$ cat src/rtl/comma_sync_if.sv
// comma_sync_if: aligner-side bundle for comma_sync
//   pattern_i  expected comma flag pattern of an aligned comma word
//   comma_i    per-byte comma flags from the aligner (byte 0 = LSB)
//   data_i     aligned data from the aligner
//   comma_o    comma_i registered
//   data_o     data_i registered
//   valid_o    data_o/comma_o belong to a locked link
//   synced_o   link is in SYNC
//   err_o      1-cycle pulse per bad comma word
//   slave modport is the comma_sync side, master the upstream/consumer side
interface comma_sync_if #(
  parameter int BYTES = 4
);
  logic [BYTES-1:0]   pattern_i;
  logic [BYTES-1:0]   comma_i;
  logic [BYTES*8-1:0] data_i;
  logic [BYTES-1:0]   comma_o;
  logic [BYTES*8-1:0] data_o;
  logic               valid_o;
  logic               synced_o;
  logic               err_o;
  modport slave (
    input  pattern_i, comma_i, data_i,
    output comma_o, data_o, valid_o, synced_o, err_o
  );
  modport master (
    output pattern_i, comma_i, data_i,
    input  comma_o, data_o, valid_o, synced_o, err_o
  );
endinterface

$ cat src/rtl/comma_sync.sv
// comma_sync: link lock/loss tracking on aligned comma flags with 1-cycle data forwarding
//   clk_i   clock, rising edge
//   rst_ni  asynchronous active-low reset
//   bus     comma_sync_if slave: pattern/comma/data in, registered comma/data, valid, synced, err out
module comma_sync #(
  parameter int BYTES    = 4,
  parameter int LOCK_CNT = 4,
  parameter int LOSS_CNT = 3,
  parameter int TIMEOUT  = 256
) (
  input  logic         clk_i,
  input  logic         rst_ni,
  comma_sync_if.slave  bus
);
  localparam int GW = $clog2(LOCK_CNT + 1);
  localparam int EW = $clog2(LOSS_CNT + 1);
  localparam int TW = $clog2(TIMEOUT) + 1;
  typedef enum logic [1:0] {HUNT, ACQ, SYNC} state_t;
  state_t        state_q, state_d;
  logic [GW-1:0] good_q, good_d;
  logic [EW-1:0] err_q, err_d;
  logic [TW-1:0] tmo_q, tmo_d;
  logic          good, bad, tmo;
  assign good = (bus.comma_i == bus.pattern_i) && (bus.comma_i != '0);
  assign bad  = (bus.comma_i != '0) && !good;
  assign tmo  = (tmo_q == TW'(TIMEOUT - 1)) && !good;
  always_comb begin
    state_d = state_q;
    good_d  = good_q;
    err_d   = err_q;
    case (state_q)
      HUNT: if (good) begin
        good_d  = GW'(1);
        err_d   = '0;
        state_d = (LOCK_CNT == 1) ? SYNC : ACQ;
      end
      ACQ: if (good) begin
        good_d = good_q + 1'b1;
        if (good_d == GW'(LOCK_CNT)) begin
          state_d = SYNC;
          err_d   = '0;
        end
      end else if (bad || tmo) begin
        state_d = HUNT;
        good_d  = '0;
      end
      SYNC: if (good) begin
        err_d = '0;
      end else if ((bad && (err_q + 1'b1 == EW'(LOSS_CNT))) || tmo) begin
        state_d = HUNT;
        good_d  = '0;
        err_d   = '0;
      end else if (bad) begin
        err_d = err_q + 1'b1;
      end
      default: begin
        state_d = HUNT;
        good_d  = '0;
        err_d   = '0;
      end
    endcase
    // timer idles at zero while hunting and restarts on every good comma
    tmo_d = (state_d == HUNT || good) ? '0 :
            (tmo_q == TW'(TIMEOUT)) ? tmo_q : tmo_q + 1'b1;
  end
  always_ff @(posedge clk_i or negedge rst_ni) begin
    if (!rst_ni) begin
      state_q      <= HUNT;
      good_q       <= '0;
      err_q        <= '0;
      tmo_q        <= '0;
      bus.comma_o  <= '0;
      bus.data_o   <= '0;
      bus.valid_o  <= 1'b0;
      bus.synced_o <= 1'b0;
      bus.err_o    <= 1'b0;
    end else begin
      state_q      <= state_d;
      good_q       <= good_d;
      err_q        <= err_d;
      tmo_q        <= tmo_d;
      bus.comma_o  <= bus.comma_i;
      bus.data_o   <= bus.data_i;
      bus.valid_o  <= (state_d == SYNC);
      bus.synced_o <= (state_d == SYNC);
      bus.err_o    <= bad;
    end
  end
endmodule

$ cat src/flat_wrapper.sv
// flat-port wrapper written by rule: the top's interface ports become plain ports
module comma_sync_flat 
#(
  parameter int BYTES    = 4,
  parameter int LOCK_CNT = 4,
  parameter int LOSS_CNT = 3,
  parameter int TIMEOUT  = 256
)
  (clk_i, rst_ni, bus_pattern_i, bus_comma_i, bus_data_i, bus_comma_o, bus_data_o, bus_valid_o, bus_synced_o, bus_err_o);
  comma_sync_if #(.BYTES(BYTES)) bus_i ();
  input  logic clk_i;
  input  logic rst_ni;
  input wire logic [$bits(bus_i.pattern_i)-1:0] bus_pattern_i;
  input wire logic [$bits(bus_i.comma_i)-1:0] bus_comma_i;
  input wire logic [$bits(bus_i.data_i)-1:0] bus_data_i;
  output wire logic [$bits(bus_i.comma_o)-1:0] bus_comma_o;
  output wire logic [$bits(bus_i.data_o)-1:0] bus_data_o;
  output wire logic [$bits(bus_i.valid_o)-1:0] bus_valid_o;
  output wire logic [$bits(bus_i.synced_o)-1:0] bus_synced_o;
  output wire logic [$bits(bus_i.err_o)-1:0] bus_err_o;
  assign bus_i.pattern_i = bus_pattern_i;
  assign bus_i.comma_i = bus_comma_i;
  assign bus_i.data_i = bus_data_i;
  assign bus_comma_o = bus_i.comma_o;
  assign bus_data_o = bus_i.data_o;
  assign bus_valid_o = bus_i.valid_o;
  assign bus_synced_o = bus_i.synced_o;
  assign bus_err_o = bus_i.err_o;
  comma_sync #(.BYTES(BYTES), .LOCK_CNT(LOCK_CNT), .LOSS_CNT(LOSS_CNT), .TIMEOUT(TIMEOUT)) u_core (.clk_i(clk_i), .rst_ni(rst_ni), .bus(bus_i));
endmodule
$ cat config.mk
export PLATFORM = sky130hd
export DESIGN_NAME = comma_sync_flat
export DESIGN_NICKNAME = d
export VERILOG_FILES = /design/src/rtl/comma_sync_if.sv /design/src/rtl/comma_sync.sv /design/src/flat_wrapper.sv
export SDC_FILE = /design/constraint.sdc
export NUM_CORES = 1
export LEC_CHECK = 0
export CORE_MARGIN = 5
export CORE_UTILIZATION = 45
export DETAILED_ROUTE_END_ITERATION = 12
export PLACE_DENSITY = 0.93
export SETUP_SLACK_MARGIN = 0.4
export SLEW_MARGIN = 20
export SYNTH_ARGS = -nofsm -noshare
export SYNTH_HDL_FRONTEND = slang
export SYNTH_SLANG_ARGS = --single-unit
$ cat constraint.sdc
create_clock -name clk_i -period 3.6 [get_ports clk_i]
set_input_delay 0.72 -clock clk_i [delete_from_list [all_inputs] [get_ports clk_i]]
set_output_delay 0.72 -clock clk_i [all_outputs]
set_load 0.02 [all_outputs]
==> Word level (Yosys, flattened, before mapping) <==
Index checks and enable logic that the tools add are counted.
{ "word_totals": {"n_memories": 0, "register_bits": 54, "romBits": 0, "latchBits": 0, "mem_bits_rw": 0} }
{ "classes": {"div": 0, "n_mul": 0, "addsub": 3, "n_reduce_logical": 13, "bitwise": 0, "shifts": 0, "n_mux": 22, "magnitude_cmp": 0, "eq_ne": 16} }
{ "op_table": {"columns": ["operator", "count"], "rows": [
  ["2-to-1 mux 2 bit", 12],
  ["2-to-1 mux 9 bit", 2],
  ["2-to-1 mux 3 bit", 5],
  ["one-hot mux 2 bit (3 select lines)", 2],
  ["!= test 2 x 1 -> 1 bit, second input constant", 5],
  ["adder 9 x 1 -> 9 bit, second input constant", 1],
  ["equality test 9 x 8 -> 1 bit, second input constant", 1],
  ["equality test 9 bit, second input constant", 1],
  ["one-hot mux 3 bit (3 select lines)", 1],
  ["AND reduction 4 bit", 2],
  ["equality test 2 bit, second input constant", 3],
  ["equality test 4 bit", 1],
  ["logical AND 1 bit", 4],
  ["logical NOT 2 bit", 2],
  ["!= test 4 x 1 -> 1 bit, second input constant", 1],
  ["nonzero test 4 bit", 1],
  ["adder 3 x 1 -> 3 bit, second input constant", 1],
  ["equality test 3 bit, second input constant", 1],
  ["logical OR 1 bit", 3],
  ["!= test 3 x 1 -> 1 bit, second input constant", 1],
  ["adder 2 x 1 -> 2 bit, second input constant", 1],
  ["equality test 2 x 1 -> 1 bit, second input constant", 1],
  ["!= test 2 bit, second input constant", 1],
  ["logical NOT 1 bit", 1]
]} }

==> Depth between registers and ports, before layout <==
Gate-level depths: netlist of run 1.
{ "logic_depth": {"word_depth": 12, "depth_mapped": 9, "ltp_nobuf": 8} }

==> Least setup slack after synthesis of run 1 <==
OpenSTA, ideal clock, no wires.
{ "synth_path": {"path_kind": "input port to flip-flop", "start": "in bus_comma_i[0]", "end": "reg u_core.tmo_q[8]", "path_buffers": 2, "path_slack_ps": 1314, "cell_stages": 7, "arrival_time_ps": 2213, "setup_time_ps": 73, "cell_sequence": "or4_4 -> buf_6 -> a2111oi_4 -> a31oi_2 -> a21o_1 -> buf_6 -> a21oi_2"} }
{ "synth_between": {"elab_chain_len": 12} }
{ "synth_lines": {"columns": ["element", "line", "source"], "rows": [
  ["start: declaration", "flat_wrapper.sv:14", "input wire logic [$bits(bus_i.comma_i)-1:0] bus_comma_i;"],
  ["equality test 4 bit or nonzero test 4 bit (tied branches)", "comma_sync.sv:24, comma_sync.sv:25", null],
  ["logical AND 1 bit", "comma_sync.sv:24", "assign good = (bus.comma_i == bus.pattern_i) && (bus.comma_i != '0);"],
  ["logical NOT 1 bit", "comma_sync.sv:25, comma_sync.sv:26", null],
  ["logical AND 1 bit", "comma_sync.sv:25", "assign bad = (bus.comma_i != '0) && !good;"],
  ["logical AND 1 bit", "comma_sync.sv:49", "end else if ((bad && (err_q + 1'b1 == EW'(LOSS_CNT))) || tmo) begin"],
  ["logical OR 1 bit", "comma_sync.sv:49", null],
  ["2-to-1 mux 2 bit", "comma_sync.sv:49", null],
  ["2-to-1 mux 2 bit", "comma_sync.sv:47", "SYNC: if (good) begin"],
  ["one-hot mux 2 bit (3 select lines)", "comma_sync.sv:31", "case (state_q)"],
  ["logical NOT 2 bit", "comma_sync.sv:63", "tmo_d = (state_d == HUNT || good) ? '0 :"],
  ["logical OR 1 bit (*)", "comma_sync.sv:63", null],
  ["!= test 2 x 1 -> 1 bit (no line) or 2-to-1 mux 9 bit (tied branches)", null, null],
  ["end signal: assignment", "comma_sync.sv:81", "tmo_q <= tmo_d;"],
  ["end: declaration", "comma_sync.sv:22", "logic [TW-1:0] tmo_q, tmo_d;"]
]} }
Mark *: on every way between the ends. The rest lies on a longest branch, timed or not.
A chain may end at the register's enable or synchronous reset.

==> Worst setup path after layout of run 1 <==
Same ends and word-level chain as after synthesis.

==> results by group, run 1 <==
Outcome
  – Status: finished, final reports clean

Cells and area
  – Fillers: 318
  – Final Net Count: 275
  – Share of layout cells above drive strength 1: 11.4%
  – Area growth syn-to-layout: 47.3%
  – Antenna cells: 0
  – Most frequent cells in the layout: clkdlybuf4s50_1, dfrtp_1, inv_1, xor2_1, nor2_1
  – Commonest non-fill, non-tap cell in the layout: clkdlybuf4s50_1

Clocking
  – CTS H-tree depth: 2
  – Clk slew on worst S/H paths: 0.09 ns
  – CTS Buf Count: 5
  – CTS max path bufs: 2
  – Clock sinks: 54
  – Post-CTS resize count: 0
  – CTS root buffer: clkbuf_8
  – TritonCTS clock tree: yes
  – Hold buffers post-CTS: 0
  – Worst-Skew Late Latency: 0.30 ns
  – Post-CTS Setup Bufs: 0

Detailed routing
  – Pre-antenna DRT Iters: 4
  – Post-DR vias/cell: 4.92
  – Detail Route Antenna Nets: 0
  – Initial DRC count: 62
  – DR vias: 1,377
  – Wire length per cell: 15.0 um
  – Total Wirelength: 4.19 mm
  – Remaining DRCs: 0

Synth
  – Mean Syn Cell Area: 14.0 um2
  – YS warnings: 0
  – Synth unique cells: 31
  – Area share of the largest cell type after synthesis: 68.1%
  – Mapped Area: 0.00198 mm2
  – Mapped Cells: 142
  – Sequential-to-total area share from yosys stat: 68.1%
  – FF+latch count, synth: 54
  – Synth area leader: dfrtp_1
  – Syn nets: 190
  – Area contributors post-synth: dfrtp_1, xor2_1, ha_1

Floorplan
  – Core Region: 0.00432 mm2
  – Die X: 76.4 um
  – Starting density of the core: 45.9%
  – IO Count: 81
  – Die area: 0.00583 mm2
  – Row count: 24
  – Die height: 76.4 um

Setup path
  – Worst Reg-to-Reg Cells: 8
  – Reg2Reg Launch Point: u_core.tmo_q[0]
  – CP required: 3.84 ns
  – Critical Setup Path Class: in2reg
  – Worst setup EP type: register
  – Reg2reg end: u_core.tmo_q[8]
  – Worst-path fanout max: 9
  – Reg2reg setup slack: 1.43 ns
  – Worst path arrival time: 2.81 ns
  – Setup crit start kind: input pin

Global route
  – Vias in the first global route: 1,499
  – All-Layer GR Usage: 15.5%
  – Maximum number of pins on one net before global-route repair: 33
  – Wire length of the first global-routing pass: 7.14 mm
  – Initial antenna violation count: 0
  – Grt ovf: 0

STA
  – Period minus WS final: 2.57 ns
  – Fmax: 389 MHz
  – Worst clock skew: 0.00646 ns
  – Final critical-path share of the clock period: 71.5%
  – Finish-stage setup viols: 0
  – Hold slack: 0.441 ns
  – Slew HR: 55.5%
  – Setup_tns: 0 ns
  – RSZ-0062 raised after global routing: false
  – Pins over their slew limit: 0
  – Worst-Margin Slew: 0.667 ns
  – Final Hold Violating Endpoints: 0

Worst hold path
  – Min-Delay Path Class: in2async

Placement
  – Final GP Congestion: 0.782
  – Port Buffers: 80
  – Post-DP HPWL: 3.35 mm

Pwr
  – Maximum VDD drop: 0.312 mV
  – P_leak: 1.23 nW
  – P per Cell Area: 428 mW/mm2

Job
  – Max-cap violations: 0
-- cell families (layout without fill, tap and decap cells) --
kind of cell | count (synthesis) | count (layout) | synth area share [%]
flops | 54 | 54 | 68.1
xor+xnor | 10 | 10 | 4.42
mux | 3 | 3 | 1.58
compound gates | 18 | 18 | 7.51
simple gates | 38 | 38 | 11.2
buf+inv | 13 | 99 | 3.41
fa+ha+maj | 6 | 6 | 3.79
-- metal layers --
| layer | GRT usage, % | share of wire [%] | routed length (um) |
|---|---|---|---|
| met5 | 0 | 0 | 0 |
| met4 | 5.59 | 2.4 | 101 |
| met3 | 4.61 | 6.5 | 272 |
| met2 | 28.8 | 55 | 2320 |
| met1 | 16.3 | 36 | 1500 |
-- state kept, by name, summed over array words and instances (netlist names) --
register	flops
u_core.bus.data_o	32
u_core.tmo_q	9
u_core.bus.comma_o	4
u_core.good_q	3
u_core.err_q	2
u_core.state_q	2
u_core.bus.err_o	1
u_core.bus.valid_o	1
-- cells in the mapped netlist, drive strengths merged --
cell,number
inv,10
xnor2,1
a32o,1
ha,6
and3,2
mux2i,2
nand2,5
mux2,1
a31oi,1
a21o,2
a21oi,4
o21ai,3
nor2,17
and2,1
or4,1
nand3,8
o22ai,3
o31ai,1
a2111oi,1
nor4b,1
nand2b,2
a221oi,1
dfrtp,54
xor2,9
buf,3
a21bo,1
nor4,1
-- per-stage QoR --
stage / total power, mW / utilization, % / cell area [um2] / setup WS [ns] / std cells
after floorplan: 0.794 / - / 1980 / 1.31 / 142
after global placement: 0.905 / 65.2 / 2820 / 0.759 / 272
after detailed placement: 0.919 / 65.2 / 2820 / 0.706 / 272
after CTS: 1.27 / 67.5 / 2920 / 1.04 / 280
after global routing: 1.32 / 67.5 / 2920 / 0.927 / 280
final: 1.25 / 67.5 / 2920 / 1.03 / 280
-- power breakdown --
| group | switching, mW | internal [mW] |
|---|---|---|
| clock | 0.190 | 0.158 |
| combinational | 0.111 | 0.118 |
| sequential | 0.0247 | 0.649 |
-- worst max-delay path by stage --
stage                    from               to  slack (ns)  cells after the start
2_1_floorplan  bus_comma_i[0]  u_core.tmo_q[8]        1.31                      7
3_3_place_gp   bus_comma_i[0]  u_core.tmo_q[8]        0.76                      6
3_5_place_dp   bus_comma_i[1]  u_core.tmo_q[8]        0.71                      6
4_1_cts        bus_comma_i[1]  u_core.tmo_q[8]        1.04                      6
5_1_grt        bus_comma_i[0]  u_core.tmo_q[3]        0.93                      6
6_report       bus_comma_i[0]  u_core.tmo_q[8]        1.03                      6
-- final cells by class --
class / count / area [um2] / area share (%)
tap: 52 / 65.1 / 2.23
timing repair buffer: 81 / 803 / 27.5
sequential: 54 / 1350 / 46.3
clock buffer: 6 / 82.6 / 2.83
clock inverter: 2 / 16.3 / 0.557
multi-input combinational: 75 / 564 / 19.3
inverter: 10 / 37.5 / 1.29
-- critical path, cell delays in order --
cell,delay (ns)
clkdlybuf4s50_1,0.45
or4_4,0.62
a2111oi_4,0.38
a31oi_2,0.11
a21o_1,0.36
a21oi_2,0.17
Note: power is estimated with default switching activity, not from simulation.
==> inputs of run 2 (changes only) <==
- CORE_UTILIZATION: 45 -> 38
- PLACE_DENSITY: 0.93 -> 0.85
- clock period: 3.6 -> 2.3 ns (I/O delays scaled with it)
==> run 2 against run 1 <==
Cell count increased by 14%. Critical path depth increased by 3. Critical path type is now reg2reg. Largest cell class unchanged. First-iteration DRC count decreased by 3.2%. Global-route usage decreased by 0.62 points. Die area increased by 16%. Setup slack got worse by 0.61 ns. Sequential power increased by 57%. Largest power group unchanged. Combinational power increased by 77%. Clock skew decreased by 0.0047 ns.
==> results by group, run 2 (same netlist as run 1, synthesis figures left out) <==
Outcome
  – Status: finished, final reports clean

Clocking
  – Worst-Skew Late Latency: 0.30 ns
  – CTS root buffer: clkbuf_8
  – TritonCTS clock tree: yes
  – Clock sinks: 54
  – CTS H-tree depth: 2
  – Hold buffers post-CTS: 0
  – CTS Buf Count: 5
  – Clk slew on worst S/H paths: 0.10 ns
  – CTS max path bufs: 2

Cells and area
  – Share of layout cells above drive strength 1: 22.9%
  – Area growth syn-to-layout: 60.9%
  – Area of the multi-input gates: 658 um2
  – Top reg by flops: u_core.bus.data_o
  – Register Area: 0.00135 mm2
  – Fillers: 378
  – Final Net Count: 296
  – Top flop regs: u_core.bus.data_o x32, u_core.tmo_q x9, u_core.bus.comma_o x4
  – Most frequent cells in the layout: clkdlybuf4s50_1, dfrtp_1, buf_4, inv_1, nor2_1
  – Max reg flops: 32
  – Antenna cells: 0
  – Commonest non-fill, non-tap cell in the layout: clkdlybuf4s50_1

Placement
  – Port Buffers: 80
  – Final GP Congestion: 0.820
  – Post-DP HPWL: 3.33 mm

Global route
  – Wire length of the first global-routing pass: 7.40 mm
  – Initial antenna violation count: 0
  – Vias in the first global route: 1,519
  – Maximum number of pins on one net before global-route repair: 35
  – All-Layer GR Usage: 14.8%
  – Grt ovf: 0

STA
  – Fmax: 531 MHz
  – Pins over their slew limit: 0
  – Slew HR: 51.8%
  – Worst-Margin Slew: 0.724 ns
  – Worst clock skew: 0.00176 ns
  – Finish-stage setup viols: 0
  – Final critical-path share of the clock period: 81.8%
  – Period minus WS final: 1.88 ns
  – RSZ-0062 raised after global routing: true
  – Hold slack: 0.203 ns
  – Setup_tns: 0 ns
  – Final Hold Violating Endpoints: 0

Pwr
  – P_leak: 1.37 nW
  – P per Cell Area: 625 mW/mm2
  – Maximum VDD drop: 0.439 mV

Floorplan
  – Die X: 82.2 um
  – Die height: 82.2 um
  – Core Region: 0.00507 mm2
  – IO Count: 81
  – Die area: 0.00676 mm2
  – Starting density of the core: 39.1%
  – Row count: 26

Detailed routing
  – Total Wirelength: 4.75 mm
  – Initial DRC count: 60
  – Post-DR vias/cell: 4.51
  – Detail Route Antenna Nets: 0
  – Pre-antenna DRT Iters: 4
  – Wire length per cell: 14.9 um
  – DR vias: 1,438
  – Remaining DRCs: 0

Setup path
  – CP required: 2.50 ns
  – Reg2reg setup slack: 0.42 ns
  – Setup crit start kind: register
  – Worst path arrival time: 2.08 ns
  – Worst Reg-to-Reg Cells: 9
  – Worst-path fanout max: 3
  – Worst setup EP type: register
  – Critical Setup Path Class: reg2reg
  – Reg2Reg Launch Point: u_core.tmo_q[4]
  – Reg2reg end: u_core.good_q[1]

Job
  – Max-cap violations: 0

Worst hold path
  – Min-Delay Path Class: in2async
## run 2: worst max-delay path, cell delays in order, from the launching register on
cell,delay [ns]
dfrtp_1,0.38
and3_4,0.21
nand3_2,0.10
nor2_1,0.16
ha_2,0.23
a2111oi_4,0.06
a31oi_4,0.22
buf_6,0.15
o31ai_4,0.06
a32o_1,0.22
## run 2: area by class of cell
cell class	instances	area share, %
multi-input cells	76	20.6
flip-flops and latches	54	42.4
clock inverters	3	0.784
repair buffers	101	30.2
well taps	70	2.75
inverters	10	1.18
clock buffers	5	2.16
## run 2: layer usage
| layer | GRT usage, % | share of wire [%] | vias up |
|---|---|---|---|
| met5 | 0 | 0 | - |
| met1 | 15.9 | 37 | 704 |
| met2 | 26.8 | 54 | 45 |
| li1 | - | - | 680 |
| met4 | 4.65 | 1.4 | 0 |
| met3 | 5.53 | 7.4 | 9 |
## run 2: worst max-delay path by stage
stage / depth (start not counted) / slack (ns) / to / start
CTS: 9 / 0.40 / u_core.good_q[1] / u_core.tmo_q[4]
floorplan: 7 / 0.31 / u_core.tmo_q[8] / bus_comma_i[0]
global placement: 7 / -0.16 / u_core.tmo_q[8] / bus_comma_i[1]
global route: 9 / 0.33 / u_core.good_q[1] / u_core.tmo_q[4]
finish: 9 / 0.42 / u_core.good_q[1] / u_core.tmo_q[4]
detailed placement: 7 / -0.26 / u_core.tmo_q[8] / bus_comma_i[1]
## run 2: metrics by stage
step | area, um2 | power, mW | instances | setup WS, ns | utilization [%]
after detailed placement | 2900 | 1.45 | 298 | -0.258 | 57.2
final | 3190 | 1.99 | 319 | 0.418 | 62.9
after global routing | 3190 | 2.10 | 319 | 0.335 | 62.9
after CTS | 3110 | 2.00 | 314 | 0.402 | 61.4
after floorplan | 1980 | 1.24 | 142 | 0.308 | -
after global placement | 2900 | 1.43 | 298 | -0.156 | 57.2
## run 2: timing repair
| action | 4_1_cts | 5_1_grt |
|---|---|---|
| pin swaps | 6 | 5 |
| buffers inserted | 7 | 5 |
| cloned | 1 | 0 |
| resized for setup | 17 | 10 |
| endpoints found under the setup margin | 15 | 16 |
## run 2: power breakdown
group | internal (mW) | switching [mW]
sequential | 1.02 | 0.0398
combinational | 0.211 | 0.194
clock | 0.220 | 0.313
==> inputs of run 3 (changes only) <==
- CORE_UTILIZATION: 38 -> 42
- PLACE_DENSITY: 0.85 -> 0.88
- clock period: 2.3 -> 2 ns (I/O delays scaled with it)
==> run 3 against run 2 <==
Cell count decreased by 3.8%. Die area shrank 8.4%. Global-route usage increased by 3.8 points. Design area rose by 2.1%. Sequential cell count did not move. Clock-buffer cell count unchanged. Core utilization increased by 7.0 points. Wire length is 19% higher. First-iteration DRC count increased by 68%. Critical endpoint is now u_core.tmo_q[8].
==> results by group, run 3 (same netlist as run 1, synthesis figures left out) <==
Cells and area
  – Top flop regs: u_core.bus.data_o x32, u_core.tmo_q x9, u_core.bus.comma_o x4
  – Most frequent cells in the layout: dfrtp_1, dlygate4sd2_1, clkdlybuf4s50_1, buf_4, inv_1
  – Area growth syn-to-layout: 64.2%
  – Max reg flops: 32
  – Area of the multi-input gates: 757 um2
  – Fin util: 69.9%
  – Register Area: 0.00135 mm2
  – Final Net Count: 300
  – Top reg by flops: u_core.bus.data_o
  – Fillers: 315
  – Share of layout cells above drive strength 1: 29.6%
  – Commonest non-fill, non-tap cell in the layout: dfrtp_1
  – Antenna cells: 0

Floorplan
  – Core Region: 0.00466 mm2
  – Die area: 0.00620 mm2
  – IO Count: 81
  – Row count: 25
  – Starting density of the core: 42.6%
  – Die X: 78.7 um
  – Die height: 78.7 um

STA
  – Setup_tns: 0 ns
  – Slew HR: 55.5%
  – Fmax: 560 MHz
  – PnR worst setup slack: 0.214 ns
  – Finish-stage setup viols: 0
  – Worst-Margin Slew: 0.667 ns
  – RSZ-0062 raised after global routing: true
  – Final critical-path share of the clock period: 89.3%
  – Pins over their slew limit: 0
  – Period minus WS final: 1.79 ns
  – Hold slack: 0.180 ns
  – Final Hold Violating Endpoints: 0
  – Worst clock skew: 0.0108 ns

Global route
  – Vias in the first global route: 1,697
  – Wire length of the first global-routing pass: 8.55 mm
  – All-Layer GR Usage: 18.6%
  – Grt ovf: 0
  – Initial antenna violation count: 0
  – Maximum number of pins on one net before global-route repair: 55

Setup path
  – Worst Reg-to-Reg Cells: 8
  – Worst-path fanout max: 5
  – Sum of buffers and inverters on the critical path: 1
  – Reg2Reg Launch Point: u_core.tmo_q[0]
  – CP max-delay cell: or4_4
  – Worst setup EP type: register
  – Max incr delay on CP: 0.58 ns
  – Setup crit start: bus_comma_i[1]
  – Crit-path cells: buf_6 > or4_4 > a2111oi_4 > a31oi_4 > a21o_4 > a21oi_2
  – Critical path depth: 6
  – Crit path max-delay family: compound AO/OA/AOI/OAI gates
  – CP required: 2.24 ns
  – Reg2reg setup slack: 0.23 ns
  – Setup crit start kind: input pin
  – Critical Setup Path Class: in2reg
  – Worst path arrival time: 2.03 ns

Pwr
  – P per Cell Area: 754 mW/mm2
  – P_leak: 1.46 nW
  – Power Total: 2.45 mW
  – Maximum VDD drop: 0.550 mV

Job
  – Max-cap violations: 0

Clocking
  – Clock sinks: 54
  – CTS max path bufs: 2
  – Worst-Skew Late Latency: 0.32 ns
  – CTS Buf Count: 5
  – CTS root buffer: clkbuf_8
  – Clk slew on worst S/H paths: 0.10 ns
  – CTS H-tree depth: 2
  – TritonCTS clock tree: yes
  – Hold buffers post-CTS: 0

Placement
  – Final GP Congestion: 0.777
  – Post-DP HPWL: 3.59 mm
  – Port Buffers: 80
  – Setup WS pre-CTS: -0.485 ns

Worst hold path
  – Min-Delay Path Class: in2async

Detailed routing
  – Pre-antenna DRT Iters: 4
  – Post-DR vias/cell: 4.97
  – Total Wirelength: 5.66 mm
  – Detail Route Antenna Nets: 0
  – Remaining DRCs: 0
  – DR vias: 1,525
  – Wire length per cell: 18.4 um
  – Initial DRC count: 101

Outcome
  – Status: finished, final reports clean
run 3: cell count changes in the layout (fill, tap and decap cells not counted), sizes merged:
cell,before,now
bufinv,0,1
clkdlybuf4s15,1,0
dlygate4sd2,3,42
dlymetal6s2s,2,0
buf,22,29
clkinvlp,1,0
clkdlybuf4s50,73,32
clkbuf,5,7
run 3: worst paths after layout:
kind / end
max: u_core.tmo_q[8]
min: u_core.bus.valid_o
max reg2reg: u_core.tmo_q[8]
min reg2reg: u_core.good_q[2]
max in group asynchronous: u_core.state_q[0]
min in group clk_i: u_core.bus.comma_o[0]
run 3: final cells by class:
| type | count | area share (%) |
|---|---|---|
| Multi-Input combinational cell | 76 | 23.2 |
| Inverter | 10 | 1.15 |
| Clock buffer | 5 | 2.11 |
| Clock inverter | 3 | 1.46 |
| Timing Repair Buffer | 105 | 28.5 |
| Sequential cell | 54 | 41.5 |
| Tap cell | 54 | 2.07 |
run 3: what timing repair did:
action / 4_1_cts / 5_1_grt
setup endpoints to repair: 56 / 17
resized for setup: 75 / 22
endpoints found under the hold margin: 0 / 0
setup buffers: 7 / 3
pin swaps: 12 / 14
gates cloned: 1 / 0
run 3: through the flow:
stage	instance area, um2	std cells
CTS	3170	304
floorplan	1990	142
finish	3260	307
global route	3260	307
detailed placement	2940	288
global placement	2940	288
run 3: report_power, final:
part / internal [mW] / switching, mW / leakage (nW) / total (mW)
Clock: 0.380 / 0.385 / 0.0587 / 0.765
Sequential: 1.17 / 0.0497 / 0.661 / 1.22
Combinational: 0.227 / 0.245 / 0.742 / 0.472
Total: 1.77 / 0.680 / 1.46 / 2.45
run 3: per-layer routing:
| layer | up-vias | global-route usage [%] | share of wire (%) |
|---|---|---|---|
| met2 | 58 | 36.1 | 57 |
| met1 | 763 | 18.2 | 35 |
| met4 | 0 | 8.04 | 2.4 |
| li1 | 692 | - | - |
| met5 | - | 0 | 0 |
| met3 | 12 | 5.10 | 6.2 |
